File: src/rtl/peri_console_uart.sv
// Console UART peripheral on the peri_* bus.
// TX/RX FIFOs, 8N1 serializer/deserializer, runtime baud divider, CTS, status.
module peri_console_uart #(
    parameter logic [31:0] BASE_ADDR   = 32'h1000_0000,
    parameter int          TX_DEPTH    = 512,
    parameter int          RX_DEPTH    = 16,
    parameter logic [15:0] DEFAULT_DIV = 16'd868,
    parameter bit          BLOCKING    = 1'b1,
    parameter bit          CTS_EN      = 1'b0
) (
    input  logic        clk,
    input  logic        rst_n,
    input  logic        peri_rden,
    input  logic        peri_wren,
    input  logic [31:0] peri_addr,
    input  logic [31:0] peri_wdata,
    input  logic [3:0]  peri_wstrb,
    output logic [31:0] peri_rdata,
    output logic        peri_ready,
    output logic        uart_tx,
    input  logic        uart_rx,
    input  logic        uart_cts_i,
    output logic        irq_o
);
    localparam int TAW = $clog2(TX_DEPTH);
    localparam int RAW = $clog2(RX_DEPTH);
    localparam int TCW = TAW + 1;
    localparam int RCW = RAW + 1;
    localparam logic [TCW-1:0] TX_FULL = TCW'(TX_DEPTH);
    localparam logic [RCW-1:0] RX_FULL = RCW'(RX_DEPTH);

    typedef enum logic [1:0] {S_IDLE, S_START, S_DATA, S_STOP} state_e;

    logic [7:0] tx_mem [TX_DEPTH];
    logic [7:0] rx_mem [RX_DEPTH];

    logic           ready_q, busy_q;
    logic [31:0]    rdata_q, rdata_d;
    logic [TAW-1:0] tx_wp_q, tx_wp_d, tx_rp_q, tx_rp_d;
    logic [TCW-1:0] tx_cnt_q, tx_cnt_d;
    logic [RAW-1:0] rx_wp_q, rx_wp_d, rx_rp_q, rx_rp_d;
    logic [RCW-1:0] rx_cnt_q, rx_cnt_d;
    logic           tx_ovf_q, tx_ovf_d, rx_ovf_q, rx_ovf_d;
    logic           ferr_q, ferr_d, rxie_q, rxie_d;
    logic [15:0]    div_q, div_d;
    state_e         ts_q, ts_d, rs_q, rs_d;
    logic [15:0]    tdiv_q, tdiv_d, ttick_q, ttick_d;
    logic [15:0]    rdiv_q, rdiv_d, rtick_q, rtick_d;
    logic [2:0]     tbit_q, tbit_d, rbit_q, rbit_d;
    logic [7:0]     tsh_q, tsh_d, rsh_q, rsh_d;
    logic           tx_q, tx_d;
    logic           rs1_q, rs2_q, rprev_q;

    logic        in_win, busy, accept, stall, is_tx_wr, wr_any;
    logic        tx_full, tx_empty, rx_valid, rx_full, cts_ok;
    logic        tx_push, tx_pop, rx_push, rx_pop, rx_req, ferr_set;
    logic [1:0]  off;
    logic [15:0] tx_cnt16;
    logic [31:0] tx_cnt32, status;
    logic        unused_ok;

    assign unused_ok = ^{peri_addr[1:0], peri_wdata[31:16]};
    assign in_win    = peri_addr[31:4] == BASE_ADDR[31:4];
    assign off       = peri_addr[3:2];
    assign busy      = ready_q | busy_q;
    assign tx_full   = tx_cnt_q == TX_FULL;
    assign tx_empty  = tx_cnt_q == '0;
    assign rx_full   = rx_cnt_q == RX_FULL;
    assign rx_valid  = rx_cnt_q != '0;
    assign cts_ok    = !CTS_EN || !uart_cts_i;
    assign wr_any    = peri_wren & (|peri_wstrb);
    assign is_tx_wr  = wr_any & (off == 2'd0);
    assign stall     = BLOCKING & is_tx_wr & tx_full & ~tx_pop;
    assign accept    = (peri_rden | peri_wren) & in_win & ~busy & ~stall;
    assign tx_push   = accept & is_tx_wr & (~tx_full | tx_pop);
    assign rx_pop    = accept & ~peri_wren & (off == 2'd1) & rx_valid;
    assign rx_push   = rx_req & (~rx_full | rx_pop);
    assign tx_cnt32  = 32'(tx_cnt_q);
    assign tx_cnt16  = (tx_cnt32 > 32'hFFFF) ? 16'hFFFF : tx_cnt32[15:0];
    assign status    = {tx_cnt16, 8'h00, rxie_q, ferr_q, rx_ovf_q,
                        tx_ovf_q, ts_q != S_IDLE, rx_valid, tx_empty, tx_full};

    assign peri_ready = ready_q;
    assign peri_rdata = rdata_q;
    assign uart_tx    = tx_q;
    assign irq_o      = (rx_valid & rxie_q) | tx_ovf_q | rx_ovf_q | ferr_q;

    // Register file: read mux, config writes, sticky bits and FIFO pointers
    always_comb begin
        rdata_d  = '0;
        div_d    = div_q;
        rxie_d   = rxie_q;
        tx_ovf_d = tx_ovf_q;
        rx_ovf_d = rx_ovf_q;
        ferr_d   = ferr_q;
        if (accept && !peri_wren) begin
            case (off)
                2'd1:    rdata_d = rx_valid ? {1'b1, 23'd0, rx_mem[rx_rp_q]} : '0;
                2'd2:    rdata_d = status;
                2'd3:    rdata_d = {16'd0, div_q};
                default: rdata_d = '0;
            endcase
        end
        if (accept && wr_any && off == 2'd2) begin
            tx_ovf_d = tx_ovf_d & ~peri_wdata[4];
            rx_ovf_d = rx_ovf_d & ~peri_wdata[5];
            ferr_d   = ferr_d & ~peri_wdata[6];
            rxie_d   = peri_wdata[7];
        end
        if (accept && wr_any && off == 2'd3)
            div_d = (peri_wdata[15:0] < 16'd2) ? 16'd2 : peri_wdata[15:0];
        // hardware set has priority over a simultaneous CPU clear
        if (accept && is_tx_wr && tx_full && !tx_pop) tx_ovf_d = 1'b1;
        if (rx_req && rx_full && !rx_pop)             rx_ovf_d = 1'b1;
        if (ferr_set)                                 ferr_d   = 1'b1;
        tx_wp_d  = tx_wp_q + TAW'(tx_push);
        tx_rp_d  = tx_rp_q + TAW'(tx_pop);
        tx_cnt_d = tx_cnt_q + TCW'(tx_push) - TCW'(tx_pop);
        rx_wp_d  = rx_wp_q + RAW'(rx_push);
        rx_rp_d  = rx_rp_q + RAW'(rx_pop);
        rx_cnt_d = rx_cnt_q + RCW'(rx_push) - RCW'(rx_pop);
    end

    // TX framer: start bit, 8 data bits LSB first, stop bit, no gap between frames
    always_comb begin
        ts_d = ts_q; tdiv_d = tdiv_q; ttick_d = ttick_q + 16'd1;
        tbit_d = tbit_q; tsh_d = tsh_q; tx_d = tx_q; tx_pop = 1'b0;
        unique case (ts_q)
            S_IDLE: begin
                tx_d = 1'b1;
                ttick_d = '0;
                if (!tx_empty && cts_ok) begin
                    tx_pop = 1'b1; ts_d = S_START; tx_d = 1'b0;
                    tsh_d = tx_mem[tx_rp_q]; tdiv_d = div_q;
                end
            end
            S_START: if (ttick_q == tdiv_q - 16'd1) begin
                ts_d = S_DATA; tx_d = tsh_q[0]; ttick_d = '0; tbit_d = '0;
            end
            S_DATA: if (ttick_q == tdiv_q - 16'd1) begin
                ttick_d = '0;
                if (tbit_q == 3'd7) begin
                    ts_d = S_STOP; tx_d = 1'b1;
                end else begin
                    tsh_d = tsh_q >> 1; tx_d = tsh_q[1]; tbit_d = tbit_q + 3'd1;
                end
            end
            S_STOP: if (ttick_q == tdiv_q - 16'd1) begin
                ttick_d = '0;
                if (!tx_empty && cts_ok) begin
                    tx_pop = 1'b1; ts_d = S_START; tx_d = 1'b0;
                    tsh_d = tx_mem[tx_rp_q]; tdiv_d = div_q;
                end else begin
                    ts_d = S_IDLE; tx_d = 1'b1;
                end
            end
        endcase
    end

    // RX deframer: mid-bit sampling from the start edge, glitch reject, stop check
    always_comb begin
        rs_d = rs_q; rdiv_d = rdiv_q; rtick_d = rtick_q + 16'd1;
        rbit_d = rbit_q; rsh_d = rsh_q; rx_req = 1'b0; ferr_set = 1'b0;
        unique case (rs_q)
            S_IDLE: begin
                rtick_d = '0;
                if (rprev_q && !rs2_q) begin
                    rs_d = S_START; rdiv_d = div_q;
                end
            end
            S_START: if (rtick_q == (rdiv_q >> 1) - 16'd1) begin
                rtick_d = '0; rbit_d = '0;
                rs_d = rs2_q ? S_IDLE : S_DATA;
            end
            S_DATA: if (rtick_q == rdiv_q - 16'd1) begin
                rtick_d = '0;
                rsh_d = {rs2_q, rsh_q[7:1]};
                rbit_d = rbit_q + 3'd1;
                if (rbit_q == 3'd7) rs_d = S_STOP;
            end
            S_STOP: if (rtick_q == rdiv_q - 16'd1) begin
                rs_d = S_IDLE;
                if (rs2_q) rx_req = 1'b1;
                else       ferr_set = 1'b1;
            end
        endcase
    end

    // FIFO storage, no reset needed
    always_ff @(posedge clk) begin
        if (tx_push) tx_mem[tx_wp_q] <= peri_wdata[7:0];
        if (rx_push) rx_mem[rx_wp_q] <= rsh_q;
    end

    // All control state, including both FSMs and the registered bus response
    always_ff @(posedge clk or negedge rst_n) begin
        if (!rst_n) begin
            ready_q <= 1'b0; busy_q <= 1'b0; rdata_q <= '0;
            tx_wp_q <= '0; tx_rp_q <= '0; tx_cnt_q <= '0;
            rx_wp_q <= '0; rx_rp_q <= '0; rx_cnt_q <= '0;
            tx_ovf_q <= 1'b0; rx_ovf_q <= 1'b0; ferr_q <= 1'b0; rxie_q <= 1'b0;
            div_q <= DEFAULT_DIV;
            ts_q <= S_IDLE; tdiv_q <= DEFAULT_DIV; ttick_q <= '0;
            tbit_q <= '0; tsh_q <= '0; tx_q <= 1'b1;
            rs_q <= S_IDLE; rdiv_q <= DEFAULT_DIV; rtick_q <= '0;
            rbit_q <= '0; rsh_q <= '0;
            rs1_q <= 1'b1; rs2_q <= 1'b1; rprev_q <= 1'b1;
        end else begin
            ready_q <= accept; busy_q <= ready_q; rdata_q <= rdata_d;
            tx_wp_q <= tx_wp_d; tx_rp_q <= tx_rp_d; tx_cnt_q <= tx_cnt_d;
            rx_wp_q <= rx_wp_d; rx_rp_q <= rx_rp_d; rx_cnt_q <= rx_cnt_d;
            tx_ovf_q <= tx_ovf_d; rx_ovf_q <= rx_ovf_d;
            ferr_q <= ferr_d; rxie_q <= rxie_d; div_q <= div_d;
            ts_q <= ts_d; tdiv_q <= tdiv_d; ttick_q <= ttick_d;
            tbit_q <= tbit_d; tsh_q <= tsh_d; tx_q <= tx_d;
            rs_q <= rs_d; rdiv_q <= rdiv_d; rtick_q <= rtick_d;
            rbit_q <= rbit_d; rsh_q <= rsh_d;
            rs1_q <= uart_rx; rs2_q <= rs1_q; rprev_q <= rs2_q;
        end
    end
endmodule
File: config.mk
export PLATFORM = sky130hd
export DESIGN_NAME = peri_console_uart
export DESIGN_NICKNAME = d
export VERILOG_FILES = /design/src/rtl/peri_console_uart.sv
export SDC_FILE = /design/constraint.sdc
export NUM_CORES = 2
export LEC_CHECK = 0
export BUFFER_PORTS_ARGS = -buffer_cell sky130_fd_sc_hd__buf_2
export CAP_MARGIN = 10
export CELL_PAD_IN_SITES_DETAIL_PLACEMENT = 0
export CELL_PAD_IN_SITES_GLOBAL_PLACEMENT = 1
export CORE_MARGIN = 2
export CORE_UTILIZATION = 56
export DETAILED_ROUTE_END_ITERATION = 10
export MAX_ROUTING_LAYER = met4
export PLACE_DENSITY = 0.84
export SLEW_MARGIN = 20
export SYNTH_ARGS = -nofsm -noshare
export SYNTH_HDL_FRONTEND = slang
export SYNTH_MEMORY_MAX_BITS = 65536
export SYNTH_SLANG_ARGS = --single-unit
File: constraint.sdc
create_clock -name clk -period 6.46 [get_ports clk]
set_input_delay 0.323 -clock clk [delete_from_list [all_inputs] [get_ports clk]]
set_output_delay 0.323 -clock clk [all_outputs]
set_load 0.01 [all_outputs]
; Word level (Yosys, flattened, before mapping)
; Memories as Yosys holds them, arrays and structs flattened.
; Cells that the tools add are included.
[word_totals]
regBits = 189
ramBits = 4224
inputBits = 74
elab_cells = 210
memories = 2
[memory_table]
columns = memory, depth, word_bits, read_ports, rd_clocked_by_memory_dff, write_ports, line_no
row1 = tx_mem, 512, 8, 1, 0, 1, 34  ; logic [7:0] tx_mem [TX_DEPTH];
row2 = rx_mem, 16, 8, 1, 0, 1, 35  ; logic [7:0] rx_mem [RX_DEPTH];
[op_classes]
addsub = 15
order_cmp = 2
eq_ne = 28
muxes = 64
n_bitwise = 33
reduce_logical = 38
[op_table]
columns = operator, n
row1 = 16-bit 2-to-1 mux, 7
row2 = 32-bit one-hot mux with 3 select lines, 1
row3 = 32-bit 2-to-1 mux, 2
row4 = 16-bit one-hot mux with 2 select lines, 2
row5 = 16-bit equality test, 3
row6 = 16-bit one-hot mux with 3 select lines, 1
row7 = "16-bit by 1-bit adder with 16-bit output, second input constant", 2
row8 = 8-bit 2-to-1 mux, 4
row9 = "16-bit by 1-bit subtractor with 16-bit output, second input constant", 2
row10 = "28-bit by 25-bit equality test with 1-bit output, second input constant", 1
row11 = 1-bit 2-to-1 mux, 24
row12 = 8-bit one-hot mux with 3 select lines, 1
row13 = 2-bit 2-to-1 mux, 11
row14 = "2-bit inequality test, second input constant", 11
row15 = 9-bit by 1-bit adder with 9-bit output, 2
row16 = 1-bit bitwise AND, 17
row17 = "10-bit by 16-bit greater-than comparator with 1-bit output, second input constant", 1
row18 = "16-bit by 2-bit less-than comparator with 1-bit output, second input constant", 1
row19 = 2-bit one-hot mux with 4 select lines, 2
row20 = "15-bit by 1-bit subtractor with 16-bit output, second input constant", 1
row21 = 3-bit 2-to-1 mux, 5
row22 = 2-bit nonzero test, 7
row23 = "2-bit equality test, second input constant", 6
row24 = 3-bit one-hot mux with 2 select lines, 2
row25 = other kinds (26), 64

; Depth between registers and ports, before layout
[depth]
word_depth = 15
depth_mapped = 26
ltp_nobuf = 24

; Least setup slack after synthesis
; Ideal clock, no wire load.
[synth_path]
path_type = register -> register
from = reg tdiv_q[5]
to = reg tx_cnt_q[8]
setup_ps = 122
t_arrival_ps = 4513
t_required_ps = 6338
path_slack_ps = 1825
stages_incl_launch_ff = 26
path_buffers = 3
synth_period_minus_slack_ps = 4635
cell_sequence = dfstp_2 -> buf_6 -> or4_4 -> nor4_4 -> nor2_1 -> o311ai_1 -> o311ai_2 -> a41oi_2 -> nor3_2 -> o211ai_1 -> buf_4 -> buf_2 -> ha_1 -> inv_1 -> ha_1 -> inv_1 -> fa_1 -> inv_1 -> a21oi_1 -> nor2_1 -> o21ai_0 -> a21oi_1 -> o21ai_0 -> a21oi_1 -> nor2_1 -> xnor2_1
[synth_via]
elab_chain_cells = 12
elab_cells_between_ends = 13
classes_between = add/sub: 3 / eq/ne: 1 / mux: 2 / bitwise: 7
[synth_lines]
columns = element, line_no
row1 = from (decl), 47  ; logic [15:0] tdiv_q, tdiv_d, ttick_q, ttick_d;
row2 = from (signal assigned), 214  ; ts_q <= ts_d; tdiv_q <= tdiv_d; ttick_q <= ttick_d;
row3 = 16-bit by 1-bit subtractor with 16-bit output *, 148  ; S_STOP: if (ttick_q == tdiv_q - 16'd1) begin
row4 = 16-bit equality test *, 148
row5 = 1-bit 2-to-1 mux *, 148
row6 = 1-bit one-hot mux with 2 select lines *, 128  ; unique case (ts_q)
row7 = 1-bit inverter, 73  ; assign stall = BLOCKING & is_tx_wr & tx_full & ~tx_pop;
row8 = 1-bit bitwise AND, 73
row9 = 1-bit inverter, 74  ; assign accept = (peri_rden | peri_wren) & in_win & ~busy & ~stall;
row10 = 1-bit bitwise AND, 74
row11 = 1-bit bitwise AND (2 in a row), 75  ; assign tx_push = accept & is_tx_wr & (~tx_full | tx_pop);
row12 = 10-bit by 1-bit adder with 10-bit output, 118  ; tx_cnt_d = tx_cnt_q + TCW'(tx_push) - TCW'(tx_pop);
row13 = 10-bit by 1-bit subtractor with 10-bit output *, 118
row14 = via tx_cnt_d[8], 40  ; logic [TCW-1:0] tx_cnt_q, tx_cnt_d;
row15 = to (signal assigned), 210  ; tx_wp_q <= tx_wp_d; tx_rp_q <= tx_rp_d; tx_cnt_q <= tx_cnt_d;
row16 = to (decl), 40
; Mark *: on every way through the listed nets, which the timed path passes. The rest lies on a longest branch.
; A chain may end at the register's enable or synchronous reset.

; Worst setup path in the final report
[layout_path]
from = reg tx_rp_q[1]
to = reg tsh_q[3]
[layout_via]
elab_chain_cells = 4
[layout_lines]
columns = element, line_no
row1 = from (decl), 39  ; logic [TAW-1:0] tx_wp_q, tx_wp_d, tx_rp_q, tx_rp_d;
row2 = from (signal assigned), 210
row3 = memory read 512 x 8 bit *, -
row4 = 8-bit 2-to-1 mux *, "132, 150"
row5 = 8-bit 2-to-1 mux, 148
row6 = 8-bit one-hot mux with 3 select lines *, 128
row7 = to (signal assigned), 215  ; tbit_q <= tbit_d; tsh_q <= tsh_d; tx_q <= tx_d;
row8 = to (decl), 50  ; logic [7:0] tsh_q, tsh_d, rsh_q, rsh_d;
; Every way passes the cells marked *; elsewhere a longest branch is shown, timed or not. The select of a mux whose other input is x is not followed.

==> summary.txt <==
Drt
  • 1st-iter DRT viols: between 10,000 and 15,000
  • Avg WL per Cell: 34.62 um
  • Residual DRC count: 0
  • Met1 WL: 168,500 um
  • Total detailed-routing wirelength: approximately 470,000 um
  • WL met3: between 60,000 and 70,000 um
  • DR vias: approximately 93,000
  • Met2 Wirelength: roughly 220,000 um
  • DRT antenna net count: 0
  • Vias per cell: 6.846
  • Highest metal used: met4
  • DR pass1 iterations: 8

Floorplanning
  • Die ar.: 319,400 um^2
  • IO Count: between 100 and 150
  • Die Wd: about 570 um
  • Starting density of the core: 0.5612
  • Die span in y: 565.2 um
  • Site row count: around 210
  • Core Area: 314,200 um^2

Timing
  • RSZ-0062 raised after global routing: false
  • Slew at the pin closest to its max-slew limit: approximately 1300 ps
  • Crit path time final: around 5200 ps
  • Setup TNS: 0 ps
  • Clock skew after layout: 73.58 ps
  • Fmax: between 150 and 200 MHz
  • Final hold violations: 0
  • Final setup fails: 0
  • Relative slew slack: 0.1450
  • Tightest hold margin: between 50 and 60 ps
  • Final Max Slew Viols: 0
  • Tcrit/Tclk final: 0.8024
  • Setup ws final: ~1300 ps

Clock network
  • Post-cts sizing count: 0
  • Reg clk slew, reported paths: approximately 60 ps
  • H-Tree Depth: 5
  • Clk buf depth: 4
  • CTS buffer count: approximately 430
  • Clock root buffer master: clkbuf_16
  • TritonCTS clock tree: done
  • Postcts setup bufs: 0
  • Clk sinks: 4,408
  • Clock insertion delay at the later pin of the skew report: ~990 ps

Synth
  • Mean Syn Cell Area: ~20 um^2
  • Top FF cell, synth: edfxtp_1
  • Ys async rst share: 0.04174
  • Yosys cell types: 91
  • Sequential fraction of the synthesis area: 0.7456
  • Syn Inst Count: between 8,000 and 9,000
  • Yosys reg bits: around 4,400
  • EDFF count, synth: about 4,200
  • Ys Warns: 0
  • Cell area after synthesis: approximately 180,000 um^2

Global route
  • First-pass GRT wire length: ~670,000 um
  • Grt ovf: 0
  • Largest net degree at the start of global routing: 194
  • Total track usage: 0.3024
  • Initial antenna violation count: 17
  • Vias in the first global route: a little over 90,000

Final layout
  • Commonest non-fill, non-tap cell in the layout: edfxtp_1
  • Non-filler instance count after layout: about 14,000
  • Fill cells: slightly above 20,000
  • Area of the multi-input gates: 42,170 um^2
  • Total Nets Final: roughly 9,100
  • Register area: 131,500 um^2
  • Area Growth Syn to Fin: 11.68%
  • Share of cells above drive strength 1: 0.2707
  • Commonest cells after routing, fill and taps aside: edfxtp_1 (4,224), mux4_2 (938), mux2i_1 (479)

Critical path
  • R2r setup slk: 1280 ps
  • Critical path type: reg2reg
  • Worst r2r src: tx_rp_q[1]
  • Kind of end point of the critical path: flop
  • R2R depth: 10
  • WP data required: 7250 ps
  • Reg-to-reg endpoint: tsh_q[3]
  • Startpoint Class: flop
  • Worst-path maximum fanout: ~110
  • Crit path arrival time: 5970 ps

Power
  • Peak VDD IR: 0.0002470 V
  • Power Density: 292.5 nW/um^2
  • P_leak: a little over 0.06 uW

Hold path
  • WHS Endpoint: peri_rdata[10]
  • Worst Hold Launch: peri_addr[3]
  • Worst hold stages: 4
  • Worst hold path class: in2reg

Placed design
  • Post-DP HPWL: between 200,000 and 300,000 um
  • Placed cell count: 12,719
  • IO Port Bufs: 84
  • Place WS: approximately 1400 ps
  • Routability cong.: between 0.9 and 1

Job
  • Max-Cap Viols: 0

Outcome
  • Run status: completed
## through the flow
step | area (um^2) | util | power [uW]
after global placement | 182400 | 0.5804 | 33370
after CTS | 196600 | 0.6258 | 57680
after floorplan | 176400 | - | 32710
after global routing | 196900 | 0.6267 | 58900
after detailed placement | 182500 | 0.5809 | 33410
final | 196900 | 0.6268 | 57600
## per-layer routing
metal / vias up / GRT usage
met5: - / -
met4: 0 / 0.1165
met3: 1001 / 0.07010
met2: 6619 / 0.4508
met1: 48326 / 0.4098
li1: 36821 / -
## cells in the mapped netlist, types with 44 or more instances
library cell  instances  area [um^2]
edfxtp_1           4224       126800
mux4_2              938        21130
mux2i_1             479         4795
nor3_2              353         3533
clkbuf_1            247        927.1
nand2_1             233        874.6
nor3_1              221         1106
nor2_1              175        656.9
dfrtp_1             165         4129
buf_2               160        800.8
a21oi_1             140        700.7
o21ai_0             140        700.7
o22ai_1             112        700.7
a221oi_1             94        823.3
buf_4                69        518.0
xnor2_1              65        569.3
a211oi_1             64        480.5
mux2_2               63        709.4
buf_6                60        675.7
nand3_1              60        300.3
buf_1                59        221.5
inv_1                56        210.2
a22oi_1              50        375.4
o221ai_1             49        429.2
xor2_1               48        420.4
ha_1                 44        550.5
## cell type report
cell class              count  share of cell area
flip-flops and latches   4408              0.6677
multi-input cells        3675              0.2141
clock buffers             529             0.05762
well taps                4160             0.02643
repair buffers            441             0.02025
clock inverters           257             0.01243
inverters                  62            0.001233
diodes                     18           0.0002287
## worst max-delay path by stage
stage,startpoint,end,cells past startpoint
6_report,tx_rp_q[1],tsh_q[3],10
4_1_cts,tdiv_q[5],tx_mem[114][2],12
3_5_place_dp,rdiv_q[1],rx_cnt_q[4],18
3_3_place_gp,tdiv_q[0],tx_cnt_q[8],24
5_1_grt,rdiv_q[1],rx_cnt_q[4],18
2_1_floorplan,tdiv_q[5],tx_cnt_q[8],25
## flip-flops by register name (all words and copies together) (netlist names), 5 cells and up, named ones only
signal      cells
tx_mem       4096
rx_mem        128
peri_rdata     27
div_q          16
rdiv_q         16
rtick_q        16
tdiv_q         16
ttick_q        16
tx_cnt_q       10
tx_rp_q         9
tx_wp_q         9
rsh_q           8
tsh_q           8
rx_cnt_q        5
## kinds of logic (layout without fill, tap and decap cells)
| group | count (synthesis) | count (layout) | synth area share |
|---|---|---|---|
| muxes | 1488 | 1488 | 0.1515 |
| AOI/OAI and AO/OA | 794 | 794 | 0.03079 |
| DFF | 4408 | 4408 | 0.7456 |
| adders and majority gates | 46 | 46 | 0.003349 |
| buffers and inverters | 657 | 1289 | 0.01914 |
| and+or+nand+nor | 1229 | 1229 | 0.04401 |
| xor gates and xnor gates | 113 | 113 | 0.005612 |
| other | 1 | 23 | 0.00002127 |
## what timing repair did
item / 4_1_cts / 5_1_grt
endpoints found under the setup margin: 0 / 0
hold buffers: 27 / 0
endpoints found under the hold margin: 723 / 0
## report_power, final
part	switching, uW	leakage, uW	internal [uW]
clock network	10700	0.00674	14000
logic	1060	0.0146	375
registers	66.4	0.0407	31300
## critical path, cell delays in order, from the launching register on
cell	delay (ps)
dfrtp_4	1130
buf_12	510
mux4_2	450
mux4_2	490
nor2_1	280
a31oi_1	200
a221oi_1	860
nor4_1	340
nor3_1	250
o21a_1	150
a221oi_1	50
No activity file was read; power rests on OpenSTA's default activity.
